--- config.mk ---
export PLATFORM = sky130hd
export DESIGN_NAME = touch_uart_rx
export DESIGN_NICKNAME = d
export VERILOG_FILES = /design/src/rtl/touch_pkg.sv /design/src/rtl/uart_rx_byte.sv /design/src/rtl/touch_uart_rx.sv
export SDC_FILE = /design/constraint.sdc
export NUM_CORES = 1
export LEC_CHECK = 0
export CORE_AREA = 2 2 98 81
export CTS_CLUSTER_DIAMETER = 60
export CTS_CLUSTER_SIZE = 40
export DETAILED_ROUTE_END_ITERATION = 7
export DIE_AREA = 0 0 100 83
export GPL_TIMING_DRIVEN = 0
export PLACE_DENSITY = 0.82
export SYNTH_ARGS = -nofsm -noshare
export SYNTH_HDL_FRONTEND = slang
export SYNTH_SLANG_ARGS = --single-unit
--- constraint.sdc ---
create_clock -name clk_clk -period 8.05 [get_ports clk_clk]
set_clock_uncertainty 0.15 [all_clocks]
set_input_delay 1.61 -clock clk_clk [delete_from_list [all_inputs] [get_ports clk_clk]]
set_output_delay 1.61 -clock clk_clk [all_outputs]
set_load 0.1 [all_outputs]
--- src/rtl/touch_pkg.sv ---
// Shared definitions for the touch-controller serial receive path.
// Header byte values, coordinate width and the two FSM state encodings.
// No logic; imported by uart_rx_byte and touch_uart_rx.
package touch_pkg;

  localparam logic [7:0] TOUCH_HDR_UP  = 8'h80;
  localparam logic [7:0] TOUCH_HDR_DN  = 8'h81;
  localparam int         TOUCH_COORD_W = 12;

  typedef enum logic [1:0] {
    IDLE,
    START,
    DATA,
    STOP
  } bit_state_t;

  typedef enum logic [2:0] {
    HUNT,
    XL,
    XH,
    YL,
    YH
  } pkt_state_t;

  // A report header carries the pen state in bit 0; everything else with bit7 set is not a header.
  function automatic logic is_header(input logic [7:0] b);
    return (b == TOUCH_HDR_UP) || (b == TOUCH_HDR_DN);
  endfunction

endpackage

--- src/rtl/uart_rx_byte.sv ---
// 8N1 UART byte receiver: 2-FF synchroniser, start-glitch rejection, mid-bit sampling.
// Latency: byte_stb / err_frame assert 1 cycle after the stop-bit sample (about 9.5 bit times after the start edge).
// Backpressure: none; byte_stb is a single-cycle strobe that the consumer must take when it fires.
module uart_rx_byte
  import touch_pkg::*;
#(
  parameter int CLKS_PER_BIT = 5208
) (
  input  logic       clk,
  input  logic       rst,
  input  logic       rxd,
  output logic       byte_stb,
  output logic [7:0] rx_byte,
  output logic       err_frame
);

  localparam int                CNT_W    = $clog2(CLKS_PER_BIT);
  localparam logic [CNT_W-1:0]  BIT_LAST = CNT_W'(CLKS_PER_BIT - 1);
  // Two synchroniser cycles plus the edge-detect cycle already elapsed, so stop short of a full half bit
  // to land on the true centre of the start bit.
  localparam logic [CNT_W-1:0]  MID_LAST = CNT_W'(CLKS_PER_BIT / 2 - 2);

  logic             rxd_meta;
  logic             rxd_sync;
  logic             rxd_prev;
  bit_state_t       state;
  logic [CNT_W-1:0] cnt;
  logic [2:0]       bit_idx;
  logic [7:0]       shreg;

  // Bring the asynchronous line into clk_clk domain and keep one delayed copy for edge detection.
  always_ff @(posedge clk or posedge rst) begin
    if (rst) begin
      rxd_meta <= 1'b1;
      rxd_sync <= 1'b1;
      rxd_prev <= 1'b1;
    end else begin
      rxd_meta <= rxd;
      rxd_sync <= rxd_meta;
      rxd_prev <= rxd_sync;
    end
  end

  // Bit-level FSM: find the start edge, confirm it at mid-bit, shift in 8 data bits LSB first, check the stop bit.
  always_ff @(posedge clk or posedge rst) begin
    if (rst) begin
      state     <= IDLE;
      cnt       <= '0;
      bit_idx   <= '0;
      shreg     <= '0;
      rx_byte   <= '0;
      byte_stb  <= 1'b0;
      err_frame <= 1'b0;
    end else begin
      byte_stb  <= 1'b0;
      err_frame <= 1'b0;
      unique case (state)
        IDLE: begin
          if (rxd_prev && !rxd_sync) begin
            state <= START;
            cnt   <= '0;
          end
        end
        START: begin
          if (cnt == MID_LAST) begin
            cnt     <= '0;
            bit_idx <= '0;
            // A line already back high at mid-start is a glitch and is dropped silently.
            state   <= rxd_sync ? IDLE : DATA;
          end else begin
            cnt <= cnt + 1'b1;
          end
        end
        DATA: begin
          if (cnt == BIT_LAST) begin
            cnt   <= '0;
            shreg <= {rxd_sync, shreg[7:1]};
            if (bit_idx == 3'd7) begin
              state <= STOP;
            end else begin
              bit_idx <= bit_idx + 3'd1;
            end
          end else begin
            cnt <= cnt + 1'b1;
          end
        end
        STOP: begin
          if (cnt == BIT_LAST) begin
            cnt   <= '0;
            state <= IDLE;
            if (rxd_sync) begin
              byte_stb <= 1'b1;
              rx_byte  <= shreg;
            end else begin
              err_frame <= 1'b1;
            end
          end else begin
            cnt <= cnt + 1'b1;
          end
        end
        default: state <= IDLE;
      endcase
    end
  end

endmodule

--- src/rtl/touch_uart_rx.sv ---
// Touch controller receiver: deframes UART bytes and assembles 5-byte reports into pen events.
// Latency: evt_valid rises 2 cycles after the stop-bit sample of the last report byte.
// Backpressure: single-entry output held while evt_valid && !evt_ready; a report completing then is dropped with err_ovf.
// Optional build macro TOUCH_RX_STATS_EN adds saturating error counters cnt_frame / cnt_proto / cnt_ovf.
module touch_uart_rx
  import touch_pkg::*;
#(
  parameter int CLKS_PER_BIT = 5208
) (
  input  logic                     clk_clk,
  input  logic                     reset_reset,
  input  logic                     rxd,
  output logic                     evt_valid,
  input  logic                     evt_ready,
  output logic [TOUCH_COORD_W-1:0] evt_x,
  output logic [TOUCH_COORD_W-1:0] evt_y,
  output logic                     evt_pen,
  output logic                     err_frame,
  output logic                     err_proto,
  output logic                     err_ovf
`ifdef TOUCH_RX_STATS_EN
  ,
  output logic [15:0]              cnt_frame,
  output logic [15:0]              cnt_proto,
  output logic [15:0]              cnt_ovf
`endif
);

  localparam int LO_W = 7;
  localparam int HI_W = TOUCH_COORD_W - LO_W;

  logic            byte_stb;
  logic [7:0]      rx_byte;
  pkt_state_t      pkt_state;
  logic            pen_q;
  logic [LO_W-1:0] x_lo;
  logic [HI_W-1:0] x_hi;
  logic [LO_W-1:0] y_lo;
  logic            pkt_done;

  uart_rx_byte #(
    .CLKS_PER_BIT(CLKS_PER_BIT)
  ) u_rx (
    .clk      (clk_clk),
    .rst      (reset_reset),
    .rxd      (rxd),
    .byte_stb (byte_stb),
    .rx_byte  (rx_byte),
    .err_frame(err_frame)
  );

  // The YH byte completes a report only if it is a data byte; a header there restarts instead.
  assign pkt_done = byte_stb && (pkt_state == YH) && !rx_byte[7];

  // Packet FSM: sync on a header, collect X/Y low/high 7+5 bit fields, abort on misplaced control bytes.
  always_ff @(posedge clk_clk or posedge reset_reset) begin
    if (reset_reset) begin
      pkt_state <= HUNT;
      pen_q     <= 1'b0;
      x_lo      <= '0;
      x_hi      <= '0;
      y_lo      <= '0;
      err_proto <= 1'b0;
    end else begin
      err_proto <= 1'b0;
      if (err_frame) begin
        pkt_state <= HUNT;
      end else if (byte_stb) begin
        if ((pkt_state != HUNT) && rx_byte[7]) begin
          err_proto <= 1'b1;
          if (is_header(rx_byte)) begin
            pen_q     <= rx_byte[0];
            pkt_state <= XL;
          end else begin
            pkt_state <= HUNT;
          end
        end else begin
          unique case (pkt_state)
            HUNT: begin
              if (is_header(rx_byte)) begin
                pen_q     <= rx_byte[0];
                pkt_state <= XL;
              end
            end
            XL: begin
              x_lo      <= rx_byte[LO_W-1:0];
              pkt_state <= XH;
            end
            XH: begin
              x_hi      <= rx_byte[HI_W-1:0];
              pkt_state <= YL;
            end
            YL: begin
              y_lo      <= rx_byte[LO_W-1:0];
              pkt_state <= YH;
            end
            YH: pkt_state <= HUNT;
            default: pkt_state <= HUNT;
          endcase
        end
      end
    end
  end

  // Single-entry output register: load when empty or draining this cycle, otherwise drop and flag overflow.
  always_ff @(posedge clk_clk or posedge reset_reset) begin
    if (reset_reset) begin
      evt_valid <= 1'b0;
      evt_x     <= '0;
      evt_y     <= '0;
      evt_pen   <= 1'b0;
      err_ovf   <= 1'b0;
    end else begin
      err_ovf <= 1'b0;
      if (pkt_done) begin
        if (!evt_valid || evt_ready) begin
          evt_valid <= 1'b1;
          evt_x     <= {x_hi, x_lo};
          evt_y     <= {rx_byte[HI_W-1:0], y_lo};
          evt_pen   <= pen_q;
        end else begin
          err_ovf <= 1'b1;
        end
      end else if (evt_valid && evt_ready) begin
        evt_valid <= 1'b0;
      end
    end
  end

`ifdef TOUCH_RX_STATS_EN
  // Saturating error statistics for firmware polling.
  always_ff @(posedge clk_clk or posedge reset_reset) begin
    if (reset_reset) begin
      cnt_frame <= '0;
      cnt_proto <= '0;
      cnt_ovf   <= '0;
    end else begin
      if (err_frame && (cnt_frame != 16'hFFFF)) cnt_frame <= cnt_frame + 16'd1;
      if (err_proto && (cnt_proto != 16'hFFFF)) cnt_proto <= cnt_proto + 16'd1;
      if (err_ovf   && (cnt_ovf   != 16'hFFFF)) cnt_ovf   <= cnt_ovf + 16'd1;
    end
  end
`endif

endmodule

==> flow_summary_export.csv, run 1 <==
group,metric,value,unit
route,wl_per_cell,16.3,um
worst_hold_path,min-delay-start,"u_rx.rxd_meta",
route,via_per_inst,5.69,
setup_path,path_buf_inv,1,
clock_tree,h-tree-depth,3,
floorplan,fp.dieH,83,um
sta,rsz0062_at_grt,"no",
global_route,antenna_found_initial,0,
logic_synthesis,synth_cell_types,52,
placement,place_inst,421,
setup_path,rr_worst_depth,7,
global_route,grt_usage,0.193,
floorplan,die_w,100,um
pwr,vdd_ir_drop_max,0.112,mV
setup_path,slowest_stage,"clkdlybuf4s50_1",
clock_tree,ctsResizeCount,0,
logic_synthesis,synth-seq-cells,90,
global_route,grt_first_pass_wirelength,12600,um
worst_hold_path,hold_depth,0,
setup_path,crit_path_start_kind,"register",
pwr,p_leak,2.28,nW
placement,post_dp_cell_area,4410,um2
setup_path,cp_top_family,"buffers and inverters",
layout,antenna_cells,0,
sta,finalSetupTns,0,ns
route,ant_nets,0,
setup_path,r2r_slack,5.94,ns
run,maxCapViolCount,0,
logic_synthesis,yosysWarnings,0,
route,dr_wl_met2,3480,um
clock_tree,clockRootBuffer,"clkbuf_8",
clock_tree,cts_tree,"yes",
setup_path,critPathMaxStageDelay,1.19,ns
logic_synthesis,synth_edf_count,0,
route,m1WireLength,3240,um
pwr,p_per_area,201,nW/um2
layout,final_cell_count_no_fill,436,
logic_synthesis,yosysSeqAreaShare,0.572,
setup_path,endpoint_kind,"output pin",
sta,fin_crit_sh,0.467,
setup_path,crit_type,"register to output pin",
logic_synthesis,synth_area_leaders,"dfrtp_1, mux2_1, mux2_2",
setup_path,r2r_start,"u_rx.cnt[0]",
clock_tree,clk_pin_slew,0.08,ns
route,vias,2483,
setup_path,cp_max_fo,8,
setup_path,r2r_end,"u_rx.cnt[11]",
layout,layout.nets,350,
sta,maxSlewHeadroom,0.340,
clock_tree,cts.sinks,90,
logic_synthesis,postSynthCellCount,298,
setup_path,critPathArrivalTime,2.00,ns
setup_path,path_cells,"clkdlybuf4s50_1",
worst_hold_path,hp-class,"register to register",
layout,syn2layout_area_growth,17.2,%
route,drc,0,
layout,ff_latch_area,2260,um2
floorplan,rows,28,
sta,worst_pin_slew,0.987,ns
clock_tree,clockBufferDepth,2,
clock_tree,ctsHoldBuffers,0,
floorplan,coreArea,7290,um2
global_route,overflow,0,
logic_synthesis,avgSynthCellArea,13.2,um2
layout,multiInputGateArea,1590,um2
logic_synthesis,synth.most_common_cell,"dfrtp_1",
pwr,finalPower,0.928,mW
sta,hold_viol,0,
logic_synthesis,synth_flop_cell,"dfrtp_1",
placement,dp_hpwl,4900,um
floorplan,ios,33,
floorplan,die_area,8300,um2
layout,stdcell_area,4620,um2
sta,final-max-slew-violation-count,0,
route,dr.pass1.iters,4,
route,routed_wirelength,7110,um
logic_synthesis,mappedNetlistNets,306,
layout,fillers,565,
sta,max_freq,0.266,GHz
logic_synthesis,async_reset_ff_frac,1.00,
placement,gp_congestion,0.867,
clock_tree,cts_made_buffers,9,
clock_tree,post-cts-setup-buffers,0,
floorplan,initial_utilization,0.541,
logic_synthesis,yosys.area.top_type_share,0.552,
route,drtIter0Drc,184,
global_route,grt_pass1_vias,2515,
worst_hold_path,hold_end,"u_rx.rxd_sync",
sta,setup_viol,0,
placement,io_buffers,32,
global_route,grt_max_degree,73,
status,status,"finished, final reports clean",
setup_path,cp.required,6.29,ns
clock_tree,clk_latency,0.36,ns
route,dr.max_layer_used,"met4",
sta,period_needed,3.76,ns
logic_synthesis,synthesis.area,3940,um2
logic_synthesis,synth_commonest_cells,"dfrtp_1, mux2_1, mux2_2",
layout,drive_gt1_frac,0.197,
logic_synthesis,synth_top_area_cell,"dfrtp_1",
route,wl_met3,317,um
==> cells in the final DEF (no fill, tap or decap), types with 4 or more instances in the layout <==
master / n
a21oi_1: 9
a31oi_1: 8
buf_2: 4
clkbuf_8: 9
clkdlybuf4s50_1: 32
dfrtp_1: 87
ha_1: 4
inv_1: 4
mux2_1: 34
mux2_2: 27
nand2_1: 17
nand2b_1: 4
nand3_1: 11
nor2_1: 14
nor3_1: 5
o21ai_0: 4
o21ai_1: 4
==> layer usage <==
metal,vias up,GRT usage
met5,-,0
li1,1183,-
met2,53,0.294
met1,1240,0.275
met3,7,0.0480
met4,0,0.0598
==> final cells by class <==
class                           count  area share
Buffer                             11      0.0165
Clock buffer                        9      0.0268
Clock inverter                      6      0.0195
Inverter                            5     0.00460
Multi-Input combinational cell    192       0.345
Sequential cell                    90       0.488
Tap cell                           90      0.0244
Timing Repair Buffer               33      0.0753
==> per-stage QoR <==
| stage | hold WS, ns | setup slack [ns] | utilization |
|---|---|---|---|
| after global placement | 0.196 | 2.67 | 0.600 |
| after CTS | 0.218 | 4.26 | 0.634 |
| after floorplan | 0.195 | 3.96 | - |
| final | 0.214 | 4.29 | 0.634 |
| after detailed placement | 0.205 | 4.65 | 0.605 |
| after global routing | 0.221 | 4.21 | 0.634 |
==> report_power, final <==
part / switching [mW] / total [mW] / internal [mW]
Combinational: 0.0708 / 0.115 / 0.0447
Sequential: 0.0158 / 0.481 / 0.465
Clock: 0.157 / 0.332 / 0.175
Total: 0.244 / 0.928 / 0.685
==> sequential cells by signal, indices dropped and copies added, names as in the netlist, named ones only <==
name and flops:
u_rx.rxd_meta 1, pen_q 1, u_rx.cnt 13, u_rx.err_frame 1
evt_y 12, evt_pen 1, evt_x 12, pkt_state 3
u_rx.byte_stb 1, u_rx.state 1, x_lo 7, x_hi 5
u_rx.shreg 8, evt_valid 1, u_rx.rxd_prev 1, err_ovf 1
u_rx.rxd_sync 1, u_rx.bit_idx 3, err_proto 1, y_lo 7
u_rx.rx_byte 8
==> cells by family (layout without fill, tap and decap cells) <==
kind of cell | after synthesis | after routing | synth area share
buf+inv | 16 | 64 | 0.0241
flops | 90 | 90 | 0.572
xor+xnor | 2 | 2 | 0.00444
compound gates | 43 | 43 | 0.0749
mux | 61 | 61 | 0.174
fa+ha+maj | 4 | 4 | 0.0127
simple gates | 82 | 82 | 0.137
==> worst max path at each step <==
stage                         startpoint        end  slack [ns]  cells after the start
after floorplan              reset_reset  async pin        3.96                      1
after global placement       reset_reset  evt_y[10]        2.67                      2
after detailed placement  u_rx.err_frame  err_frame        4.65                      1
after CTS                 u_rx.err_frame  err_frame        4.26                      1
after global routing      u_rx.err_frame  err_frame        4.21                      1
final                     u_rx.err_frame  err_frame        4.29                      1
Power figures use the tool's default switching activity.
==> run 2: changes to the inputs <==
==> constraint.sdc (replaced) <==
create_clock -name clk_clk -period 3.8 [get_ports clk_clk]
set_clock_uncertainty 0.15 [all_clocks]
set_input_delay 0.76 -clock clk_clk [delete_from_list [all_inputs] [get_ports clk_clk]]
set_output_delay 0.76 -clock clk_clk [all_outputs]
set_load 0.1 [all_outputs]
==> results of run 2 <==
Same layout as run 1 (identical final DEF). Status: finished, final reports clean.
Main changes from that run: setup slack after placement 4.65 ns -> 1.25 ns; setup slack after layout 4.29 ns -> 0.888 ns; register-to-register setup slack 5.94 ns -> 1.69 ns; total power 0.928 mW -> 1.97 mW; worst IR drop on VDD 0.112 mV -> 0.237 mV
